**config.mk**
```make
export PLATFORM = sky130hd
export DESIGN_NAME = wishbone_cmd_master
export DESIGN_NICKNAME = d
export VERILOG_FILES = /design/src/rtl/wishbone_cmd_master.sv
export SDC_FILE = /design/constraint.sdc
export NUM_CORES = 1
export LEC_CHECK = 0
export CELL_PAD_IN_SITES_DETAIL_PLACEMENT = 2
export CELL_PAD_IN_SITES_GLOBAL_PLACEMENT = 2
export CORE_ASPECT_RATIO = 1.25
export CORE_MARGIN = 5
export CORE_UTILIZATION = 24
export DETAILED_ROUTE_END_ITERATION = 10
export GPL_ROUTABILITY_DRIVEN = 0
export PLACE_DENSITY_LB_ADDON = 0.1
export SYNTH_ARGS = -nofsm -noshare
export SYNTH_HDL_FRONTEND = slang
export SYNTH_SLANG_ARGS = --single-unit
```
**constraint.sdc**
```tcl
create_clock -name clk48 -period 4.2 [get_ports clk48]
set_clock_uncertainty 0.05 [all_clocks]
set_input_delay 0.84 -clock clk48 [delete_from_list [all_inputs] [get_ports clk48]]
set_output_delay 0.84 -clock clk48 [all_outputs]
set_load 0.02 [all_outputs]
```
**src/rtl/wishbone_cmd_master.sv**
```systemverilog
// ============================================================================
// wishbone_cmd_master : single-outstanding Wishbone classic master with timeout
// Rev 1.0
// ============================================================================
`default_nettype none

module wishbone_cmd_master #(
  parameter int TIMEOUT_CYCLES = 1024,
  parameter int TO_W           = 16
) (
  input  logic        clk48,
  input  logic        reset,
  input  logic        cmd_valid,
  output logic        cmd_ready,
  input  logic        cmd_we,
  input  logic [29:0] cmd_adr,
  input  logic [31:0] cmd_dat,
  input  logic [3:0]  cmd_sel,
  output logic        rsp_valid,
  input  logic        rsp_ready,
  output logic [31:0] rsp_dat,
  output logic        rsp_err,
  output logic        rsp_timeout,
  output logic        busy,
  output logic [29:0] wishbone_adr,
  output logic [31:0] wishbone_datwr,
  input  logic [31:0] wishbone_datrd,
  output logic [3:0]  wishbone_sel,
  output logic        wishbone_cyc,
  output logic        wishbone_stb,
  output logic        wishbone_we,
  output logic [2:0]  wishbone_cti,
  output logic [1:0]  wishbone_bte,
  input  logic        wishbone_ack,
  input  logic        wishbone_err
);

  localparam logic [1:0] S_IDLE = 2'd0;
  localparam logic [1:0] S_BUS  = 2'd1;
  localparam logic [1:0] S_RESP = 2'd2;

  // A zero timeout disables the abort path entirely.
  localparam bit              c_to_en   = (TIMEOUT_CYCLES != 0);
  localparam logic [TO_W-1:0] c_to_last = TO_W'((TIMEOUT_CYCLES == 0) ? 0 : TIMEOUT_CYCLES - 1);

  logic [1:0]      r_state;
  logic [1:0]      w_next;
  logic [TO_W-1:0] r_cnt;
  logic [29:0]     r_adr;
  logic [31:0]     r_datwr;
  logic [3:0]      r_sel;
  logic            r_we;
  logic [31:0]     r_rsp_dat;
  logic            r_rsp_err;
  logic            r_rsp_to;
  logic            w_accept;
  logic            w_to_hit;
  logic            w_bus_end;

  assign w_accept  = cmd_valid & cmd_ready;
  assign w_to_hit  = c_to_en && (r_cnt == c_to_last) && !wishbone_ack && !wishbone_err;
  assign w_bus_end = wishbone_ack | wishbone_err | w_to_hit;

  always_ff @(posedge clk48) begin
    if (reset) r_state <= S_IDLE;
    else       r_state <= w_next;
  end

  always_comb begin
    w_next = r_state;
    case (r_state)
      S_IDLE:  if (w_accept)  w_next = S_BUS;
      S_BUS:   if (w_bus_end) w_next = S_RESP;
      S_RESP:  if (rsp_ready) w_next = S_IDLE;
      default: w_next = S_IDLE;
    endcase
  end

  always_comb begin
    cmd_ready    = (r_state == S_IDLE) & ~reset;
    wishbone_cyc = (r_state == S_BUS);
    wishbone_stb = (r_state == S_BUS);
    rsp_valid    = (r_state == S_RESP);
    busy         = (r_state != S_IDLE);
  end

  always_ff @(posedge clk48) begin
    if (reset) begin
      r_adr     <= '0;
      r_datwr   <= '0;
      r_sel     <= '0;
      r_we      <= 1'b0;
      r_cnt     <= '0;
      r_rsp_dat <= '0;
      r_rsp_err <= 1'b0;
      r_rsp_to  <= 1'b0;
    end else begin
      if (w_accept) begin
        r_adr   <= cmd_adr;
        r_datwr <= cmd_dat;
        r_sel   <= cmd_sel;
        r_we    <= cmd_we;
        r_cnt   <= '0;
      end else if (r_state == S_BUS) begin
        r_cnt <= r_cnt + TO_W'(1);
      end
      // Error beats ack; only a clean read ack returns data.
      if ((r_state == S_BUS) && w_bus_end) begin
        r_rsp_err <= wishbone_err | w_to_hit;
        r_rsp_to  <= w_to_hit;
        r_rsp_dat <= (wishbone_ack && !wishbone_err && !r_we) ? wishbone_datrd : 32'd0;
      end
    end
  end

  assign wishbone_adr   = r_adr;
  assign wishbone_datwr = r_datwr;
  assign wishbone_sel   = r_sel;
  assign wishbone_we    = r_we;
  assign wishbone_cti   = 3'b000;
  assign wishbone_bte   = 2'b00;
  assign rsp_dat        = r_rsp_dat;
  assign rsp_err        = r_rsp_err;
  assign rsp_timeout    = r_rsp_to;

endmodule

`default_nettype wire

```
==> results.ini <==
[finish]
final_area_mm2=0.007627
nNetsFinal=885
drive_above_1_share_pct=6.195
layout.cells.most_common=clkdlybuf4s50_1
syn2layout_area_growth_pct=60.38
final_cell_mix=210 x clkdlybuf4s50_1, 142 x nand2_1, 119 x dfxtp_1
utilization_pct=39.17
n_fill_cell=2175

[detailed_routing]
viasPerCell=4.567
ant_nets=0
dr.pass1.iters=4
wl_mm=18.30
wl_per_cell_um=17.32
first_iter_violations=237
vias=4827
drc=0

[sta]
setup-violations-final=0
fin_hold_ws_ns=0.4077
maxSlewViolCount=0
rsz0062_at_grt=no
timing.slew.headroom_pct=47.07
fin_crit_ns=3.053
report.final.hold_viol_count=0
worst_pin_slew_ns=0.7867
post-route-period-util_pct=72.69
clock.fmax_mhz=327.5
timing.setup.tns_ns=0
timing.final.ws_setup_ns=1.147

[synthesis]
ys_warn_count=0
synth_top_area_share_pct=50.09
synth_area_leaders=dfxtp_1 50%, nand2_1 11%, o21ai_0 7.1%
synthArstFlopShare_pct=0
syn-instance-count=588
syn_avg_cell_area_um2=8.088
ys_ff_latch=119
ys_seq_area_share_pct=50.09
synth_top_cell_by_area=dfxtp_1
netlist_area_mm2=0.004756
synth_edf_count=0
synthDistinctLibCells=43
synthFlopType=dfxtp_1

[global_route]
grt_pass1_wl_mm=29.17
antenna_found_initial=1
grt_pass1_vias=5422
grt-ovfl-total=0
grt_use_total_pct=16.25
grt_max_degree=107

[power]
p_sw_mw=0.7880
vdd_drop_max_uv=248.1
cellPowerDensity_mw_per_mm2=403.7
internal_power_mw=2.291
combPwrFrac_pct=15.2
switching_share_pct=25.59
power_frac_seq_pct=39.9
p_leak_nw=2.763
clkPwrFrac_pct=44.9

[clock_network]
cts_tree=done
post_cts_buffers=0
cts_buffers=17
cts-resized-gates=0
htreeDepth=4
clkLatencyLatePin_ns=0.41
clk_path_buf_depth=2
clk_pin_slew_ns=0.06
cts_num_sinks=119
ctsHoldBuffers=0
root_buffer=clkbuf_16

[floorplanning]
initial_core_util_pct=24.43
die_area_mm2=0.02275
dieHeight_um=167.4
core.rowCount=57
pin_count=216
core_area_mm2=0.01947
die_width_um=135.9

[min_path]
hold_class=register to register
holdPathStages=2
min_to=wishbone_datwr[3]$_SDFFE_PP0P_
hold_start=wishbone_datwr[3]$_SDFFE_PP0P_

[place]
placed_cell_area_mm2=0.007066
dp_hpwl_mm=13.19
post-place-ws_ns=1.108
numPortBuffers=210

[setup_path]
crit_required_ns=3.31
end_kind=output port
crit_type=input port to output port
cp_max_fo=2
arrival_ns=2.16
r2r_cells=6
r2r_start=r_cnt[0]$_SDFFE_PP0P_
start_kind=input port
rrSetupSlack_ns=2.03
r2r-end=rsp_err$_SDFFE_PP0P_

[status]
outcome=finished, final reports clean

[job]
maxCapViolations=0

## cells in the mapped netlist, types with 2 or more instances
cell type	instances
a21oi_1	34
nor2_1	45
dfxtp_1	119
nand2_1	142
inv_1	4
buf_2	8
nand4_1	3
buf_4	6
nor2b_1	2
xor2_1	7
or2_2	3
nand3_1	10
nand2b_1	34
nor3_1	3
xnor2_1	5
clkbuf_1	34
or4_1	2
o31ai_1	33
nor4b_1	2
nor4_1	3
o21ai_0	67
## area by class of cell
class / instances / area (um2) / area share, %
antenna: 1 / 2.502 / 0.03281
sequential: 119 / 2382 / 31.23
inverter: 5 / 18.77 / 0.2461
multi-input combinational: 419 / 2166 / 28.40
clock buffer: 22 / 484.2 / 6.348
timing repair buffer: 217 / 2167 / 28.41
tap: 265 / 331.6 / 4.347
clock inverter: 9 / 75.07 / 0.9843
## per-stage QoR
step,power [mW],instances
after floorplan,1.449,592
after detailed placement,1.727,1025
after global placement,1.713,1025
after CTS,3.142,1056
final,3.079,1057
after global routing,3.219,1057
## registers in the layout, indices dropped and copies added (netlist names)
register / count
wishbone_we: 1
wishbone_datwr: 32
rsp_err: 1
r_cnt: 16
wishbone_sel: 4
rsp_dat: 32
rsp_timeout: 1
r_state: 2
wishbone_adr: 30
## worst max-delay path by stage
stage	start	end	slack [ns]	depth (start not counted)
5_1_grt	reset	cmd_ready	1.05	3
4_1_cts	reset	cmd_ready	1.14	3
6_report	reset	cmd_ready	1.15	3
3_3_place_gp	reset	r_cnt[15]$_SDFFE_PP0P_	1.16	7
2_1_floorplan	reset	cmd_ready	1.62	3
3_5_place_dp	reset	r_cnt[15]$_SDFFE_PP0P_	1.11	7
## power groups by stage
stage / registers [mW] / clock network [mW] / logic [mW]
floorplan: 1.32 / 0 / 0.126
detailed placement: 1.25 / 0 / 0.473
global placement: 1.25 / 0 / 0.463
global route: 1.24 / 1.47 / 0.506
CTS: 1.23 / 1.43 / 0.476
finish: 1.23 / 1.38 / 0.467
## routing by layer
metal / wire length, um / part of all wire [%] / global-route usage [%]
met4: 284 / 1.6 / 5.129
met5: 0 / 0 / 0
met2: 8916 / 49 / 27.62
met1: 7150 / 39 / 17.19
met3: 1951 / 11 / 8.764
## critical path: stages
cell             delay (ns)
clkdlybuf4s50_1        0.45
nor3_1                 0.21
clkdlybuf4s50_1        0.66
## logic make-up (layout without fill, tap and decap cells)
logic type,Yosys count,count (layout),share of synthesized area (%)
compound gates,141,141,17.18
simple gates,259,259,25.02
buf+inv,54,253,4.946
other cells,1,6,0.07885
fa+ha+maj,1,1,0.2630
mux,1,1,0.2105
flops,119,119,50.09
xor+xnor,12,12,2.210
Note: power is estimated with default switching activity, not from simulation.
